## src/rtl/alu_result_tx.sv

```systemverilog
// Result return stage: buffers ALU results in a small FIFO and serialises each one
// as NBYTES data bytes (LSB first) plus a status byte into the UART transmit handshake.
module alu_result_tx #(
  parameter  int DATA_WIDTH = 18,
  parameter  int DEPTH      = 4,
  localparam int NBYTES     = (DATA_WIDTH + 7) / 8,
  localparam int LW         = $clog2(DEPTH) + 1
) (
  input  logic                  i_clk,
  input  logic                  i_nrst,
  input  logic                  i_valid,
  input  logic [DATA_WIDTH-1:0] i_q,
  input  logic                  i_ovf,
  input  logic                  i_zero,
  input  logic                  i_busy_tx,
  input  logic                  i_clr_overrun,
  output logic                  o_transmit,
  output logic [7:0]            o_data_tx,
  output logic                  o_full,
  output logic                  o_empty,
  output logic [LW-1:0]         o_level,
  output logic                  o_overrun
);

  localparam int PW = $clog2(DEPTH);
  localparam int EW = DATA_WIDTH + 2;
  localparam int SW = NBYTES * 8;
  localparam int IW = $clog2(NBYTES + 1);

  typedef enum logic [1:0] {IDLE, SEND, WAIT_BUSY, WAIT_DONE} state_t;

  state_t          state_q, state_d;
  logic [PW-1:0]   wr_ptr_q, wr_ptr_d, rd_ptr_q, rd_ptr_d;
  logic [LW-1:0]   level_q, level_d;
  logic            overrun_q, overrun_d;
  logic [SW-1:0]   shift_q, shift_d;
  logic [1:0]      st_q, st_d;
  logic [IW-1:0]   idx_q, idx_d;
  logic            transmit_q, transmit_d;
  logic [7:0]      data_tx_q, data_tx_d;
  logic [EW-1:0]   mem_q [DEPTH];

  logic            full, empty, push, pop, drop, last;
  logic [EW-1:0]   head;
  logic [7:0]      cur_byte;

  assign full     = (level_q == LW'(DEPTH));
  assign empty    = (level_q == '0);
  assign head     = mem_q[rd_ptr_q];
  assign last     = (idx_q == IW'(NBYTES));
  // Index NBYTES selects the status byte; below it the shifter supplies data bytes.
  assign cur_byte = last ? {6'd0, st_q} : shift_q[7:0];
  assign pop      = (state_q == IDLE) && !empty && !i_busy_tx;
  assign push     = i_valid && (!full || pop);
  assign drop     = i_valid && full && !pop;

  always_comb begin
    state_d    = state_q;
    shift_d    = shift_q;
    st_d       = st_q;
    idx_d      = idx_q;
    transmit_d = 1'b0;
    data_tx_d  = data_tx_q;
    wr_ptr_d   = push ? wr_ptr_q + PW'(1) : wr_ptr_q;
    rd_ptr_d   = pop  ? rd_ptr_q + PW'(1) : rd_ptr_q;
    level_d    = level_q + LW'(push) - LW'(pop);
    overrun_d  = drop ? 1'b1 : (i_clr_overrun ? 1'b0 : overrun_q);

    unique case (state_q)
      IDLE: if (pop) begin
        shift_d = SW'(head[DATA_WIDTH-1:0]);
        st_d    = head[EW-1:EW-2];
        idx_d   = '0;
        state_d = SEND;
      end
      SEND: begin
        // Strobe and byte are registered so both stay aligned at the UART.
        transmit_d = 1'b1;
        data_tx_d  = cur_byte;
        state_d    = WAIT_BUSY;
      end
      WAIT_BUSY: if (i_busy_tx) state_d = WAIT_DONE;
      WAIT_DONE: if (!i_busy_tx) begin
        if (last) begin
          state_d = IDLE;
        end else begin
          shift_d = shift_q >> 8;
          idx_d   = idx_q + IW'(1);
          state_d = SEND;
        end
      end
      default: state_d = IDLE;
    endcase
  end

  always_ff @(posedge i_clk or negedge i_nrst) begin
    if (!i_nrst) begin
      state_q    <= IDLE;
      wr_ptr_q   <= '0;
      rd_ptr_q   <= '0;
      level_q    <= '0;
      overrun_q  <= 1'b0;
      shift_q    <= '0;
      st_q       <= '0;
      idx_q      <= '0;
      transmit_q <= 1'b0;
      data_tx_q  <= '0;
    end else begin
      state_q    <= state_d;
      wr_ptr_q   <= wr_ptr_d;
      rd_ptr_q   <= rd_ptr_d;
      level_q    <= level_d;
      overrun_q  <= overrun_d;
      shift_q    <= shift_d;
      st_q       <= st_d;
      idx_q      <= idx_d;
      transmit_q <= transmit_d;
      data_tx_q  <= data_tx_d;
    end
  end

  // Storage needs no reset: pointers and level define which entries are live.
  always_ff @(posedge i_clk) begin
    if (push) mem_q[wr_ptr_q] <= {i_ovf, i_zero, i_q};
  end

  assign o_transmit = transmit_q;
  assign o_data_tx  = data_tx_q;
  assign o_full     = full;
  assign o_empty    = empty;
  assign o_level    = level_q;
  assign o_overrun  = overrun_q;

endmodule

```

## config.mk

```make
export PLATFORM = sky130hd
export DESIGN_NAME = alu_result_tx
export DESIGN_NICKNAME = d
export VERILOG_FILES = /design/src/rtl/alu_result_tx.sv
export SDC_FILE = /design/constraint.sdc
export NUM_CORES = 1
export LEC_CHECK = 0
export CAP_MARGIN = 30
export CORE_ASPECT_RATIO = 1.75
export CORE_UTILIZATION = 50
export DETAILED_ROUTE_END_ITERATION = 10
export GPL_ROUTABILITY_DRIVEN = 0
export PLACE_DENSITY_LB_ADDON = 0.3
export SKIP_LAST_GASP = 1
export SYNTH_ARGS = -nofsm -noshare
export SYNTH_HDL_FRONTEND = slang
export SYNTH_SLANG_ARGS = --single-unit
```

## constraint.sdc

```tcl
create_clock -name i_clk -period 4.1 [get_ports i_clk]
set_input_delay 0.82 -clock i_clk [delete_from_list [all_inputs] [get_ports i_clk]]
set_output_delay 0.82 -clock i_clk [all_outputs]
set_load 0.005 [all_outputs]
```

==> summary.txt <==
Yosys
  • Post-synth cell types: 36
  • Sequential area share after synthesis: 68.0%
  • Ys Warns: 0
  • FF+latch count, synth: 121
  • Most frequent cell after synthesis: edfxtp_1
  • Top_reg_cell synth: edfxtp_1
  • Cell taking the most area after synthesis: edfxtp_1
  • Avg Inst Size Synth: 15.4 sq um
  • Mapped Area: 5040 sq um
  • Synth top area cells: edfxtp_1, dfrtp_1, mux2_2, mux2i_1, ha_1
  • Top cells by count, synth: edfxtp_1, dfrtp_1, inv_1
  • Synth top area share: 47.7%
  • Number of synthesized flops with an enable pin: 80
  • Async SR Flop Fraction: between 30 and 40%
  • Synth Instances: between 300 and 400
  • Post-synth net total: 365

Setup path
  • Cell chain of the critical path: clkdlybuf4s50_1 > nand2b_1 > nor2_1 > mux2_2 > ha_1 > fa_1 > xnor2_1 > xnor2_1
  • Crit Path Class: input port to flop
  • Top cell by count, worst path: xnor2_1
  • CP top delay family: simple AND/OR/NAND/NOR gates
  • Crit-path slowest cell: clkdlybuf4s50_1
  • Critical path required time: 4440 ps
  • CP max FO: 5
  • R2R Path End: o_level[2]$_DFF_PN0_
  • Max incr delay on CP: between 400 and 500 ps
  • Critical path launch point type: input port
  • Flop-to-flop setup slack: 1430 ps
  • Critical Path AT: 3150 ps
  • Worst setup EP type: flop
  • Reg2Reg Depth: 9
  • Reg2reg start: state_q[0]$_DFFE_PN0P_
  • Crit path buf inv count: 1

Drt
  • Via/cell ratio: 5.58
  • Routed Antenna Nets: 0
  • Vias: 2878
  • DR DRC count: 0
  • Routed wire length per instance: 18.2 um
  • Pre-antenna DRT Iters: 4
  • WL final: 9410 um
  • DR iter-0 viols: 117

Floorplan
  • Die Y: 135 um
  • Die width: 77.9 um
  • Die area: 10500 sq um
  • Io pins: 40
  • CORE AREA: 9850 sq um
  • Row cnt: 48
  • Initial Utilization: 51.2%

Place
  • HPWL after DPL: 5790 um
  • Port Buf Inserts: 39
  • Area post-placement: 5570 sq um

Layout
  • Ant diodes: 0
  • Layout cell share with drive strength beyond 1: between 10% and 20%
  • Area growth, synth to finish: 22.4%
  • Util after Layout: 62.7%
  • Final non-filler cell area: just over 6000 sq um
  • Final nets: between 400 and 500

Hold path
  • Hold Path Class: input port to async pin

STA
  • Slew margin rel.: a little over two fifths
  • Fmax: roughly 360 MHz
  • Tmin final: 2810 ps
  • Setup_tns: 0 ps
  • Final Hold Fails: 0
  • Worst slew pin tran: between 800 and 900 ps
  • Worst Skew: 11.4 ps
  • Min Hold Slack: 187 ps
  • Final setup fails: 0
  • Tcrit/Tclk final: 68.6%
  • Final Max Slew Viols: 0
  • RSZ-0062 raised after global routing: no

Clock network
  • CTS Sinks: about 120
  • CTS root buffer: clkbuf_16
  • Worst-skew pair later-pin latency: 420 ps
  • Cts repair resizes: 0
  • H-tree Lvls: 4
  • TritonCTS Buffers: 17
  • CTS Hold Buffers Added: 0
  • Setup bufs post-CTS: 0
  • Clock-pin slew on the worst setup and hold paths: 60 ps
  • Maximum buffer depth of the clock tree: 2
  • CTS tree: done

GRT
  • Initial antenna violation count: 0
  • Vias in the first global route: 3019
  • Pin count of the biggest net entering global routing: 42
  • GRT Residual Overflow: 0
  • Global-route wire length before repair: 15100 um
  • Total Routing Usage GR: 20.0%

Power
  • Pleak: approximately 2.3 nW
  • Internal power: 0.00332 W
  • Flop pwr share: between 30 and 40%
  • Net Sw Frac: 31.2%
  • Comb pwr share: 31.2%
  • Pwr dens: 781 nW/um^2
  • Worst vdd ir: 0.504 mV
  • Net switching power figure: between 0.0015 and 0.002 W
  • Total power: 0.00482 W
  • Clock power share: 29.5%

Outcome
  • Outcome: completed

Run
  • MaxCap Viol Count: 0
==> worst register-to-register path, stage by stage (launching register included) <==
cell	delay, ps
dfrtp_1	400
inv_1	160
ha_1	270
nand2b_1	150
nor2_1	350
mux2_2	390
ha_1	190
fa_1	380
xnor2_1	180
xnor2_1	140
==> layout by cell type, fill, tap and decap left out, types with 6 or more instances in the layout <==
cell type         n
dfrtp_1          40
mux2_4            7
inv_1            26
o221ai_1         10
edfxtp_1         80
ha_1             11
nor2b_1          12
mux2_2           17
buf_4             7
clkinv_4          6
mux2i_1          19
nand2b_1         12
o21ai_0           7
clkbuf_16        17
clkdlybuf4s50_1  38
nand3b_1          6
a211oi_1         10
o22ai_1           9
o32ai_1          11
==> power groups by stage <==
stage | clock (W) | combinational (W) | sequential, W
after floorplan | 0 | 0.00109 | 0.00183
after global placement | 0 | 0.00139 | 0.00195
after detailed placement | 0 | 0.00151 | 0.00192
after CTS | 0.00144 | 0.00153 | 0.00190
after global routing | 0.00151 | 0.00165 | 0.00193
final | 0.00142 | 0.00150 | 0.00189
==> final cells by class <==
type | count | area [sq um]
Sequential cell | 121 | 3430
Timing Repair Buffer | 48 | 478
Fill cell | 768 | 3680
Clock buffer | 18 | 429
Clock inverter | 14 | 153
Inverter | 26 | 97.6
Tap cell | 125 | 156
Multi-Input combinational cell | 164 | 1430
==> routing by layer <==
layer | vias to the layer above | wire (um) | track usage (%)
li1 | 1334 | - | -
met1 | 1451 | 3660 | 21.5
met2 | 75 | 5170 | 35.4
met3 | 18 | 381 | 6.82
met4 | 0 | 201 | 8.44
met5 | - | 0 | 0
==> sequential cells by signal, indices dropped and copies added, names as in the netlist <==
name and cells:
wr_ptr_q 2, o_overrun 1, shift_q 18, o_level 3, state_q 2, idx_q 2
st_q 2, mem_q 80, rd_ptr_q 2, o_data_tx 8, o_transmit 1
==> worst max-delay path by stage <==
stage	startpoint	to	depth (start not counted)	slack, ps
after global routing	i_busy_tx	o_level[2]$_DFF_PN0_	8	1170
after global placement	i_busy_tx	o_level[2]$_DFF_PN0_	8	940
after detailed placement	i_busy_tx	o_level[2]$_DFF_PN0_	8	870
after CTS	i_busy_tx	o_level[2]$_DFF_PN0_	8	1300
final	i_busy_tx	o_level[2]$_DFF_PN0_	8	1290
after floorplan	i_busy_tx	o_level[2]$_DFF_PN0_	7	1550
==> metrics by stage <==
step | setup WS, ps | cells
3_5_place_dp | 870 | 483
2_1_floorplan | 1550 | 328
3_3_place_gp | 936 | 482
5_1_grt | 1170 | 516
6_report | 1290 | 516
4_1_cts | 1300 | 515
==> kinds of logic (layout without fill, tap and decap cells) <==
logic type      count (synthesis)  in the layout  share of synthesized area, %
buf+inv                        43            106                          3.65
mux                            45             45                          10.5
xor+xnor                        5              5                         0.869
simple gates                   50             50                          6.18
fa+ha+maj                      12             12                          3.13
compound gates                 52             52                          7.62
flops                         121            121                          68.0
No activity file was read; power rests on OpenSTA's default activity.
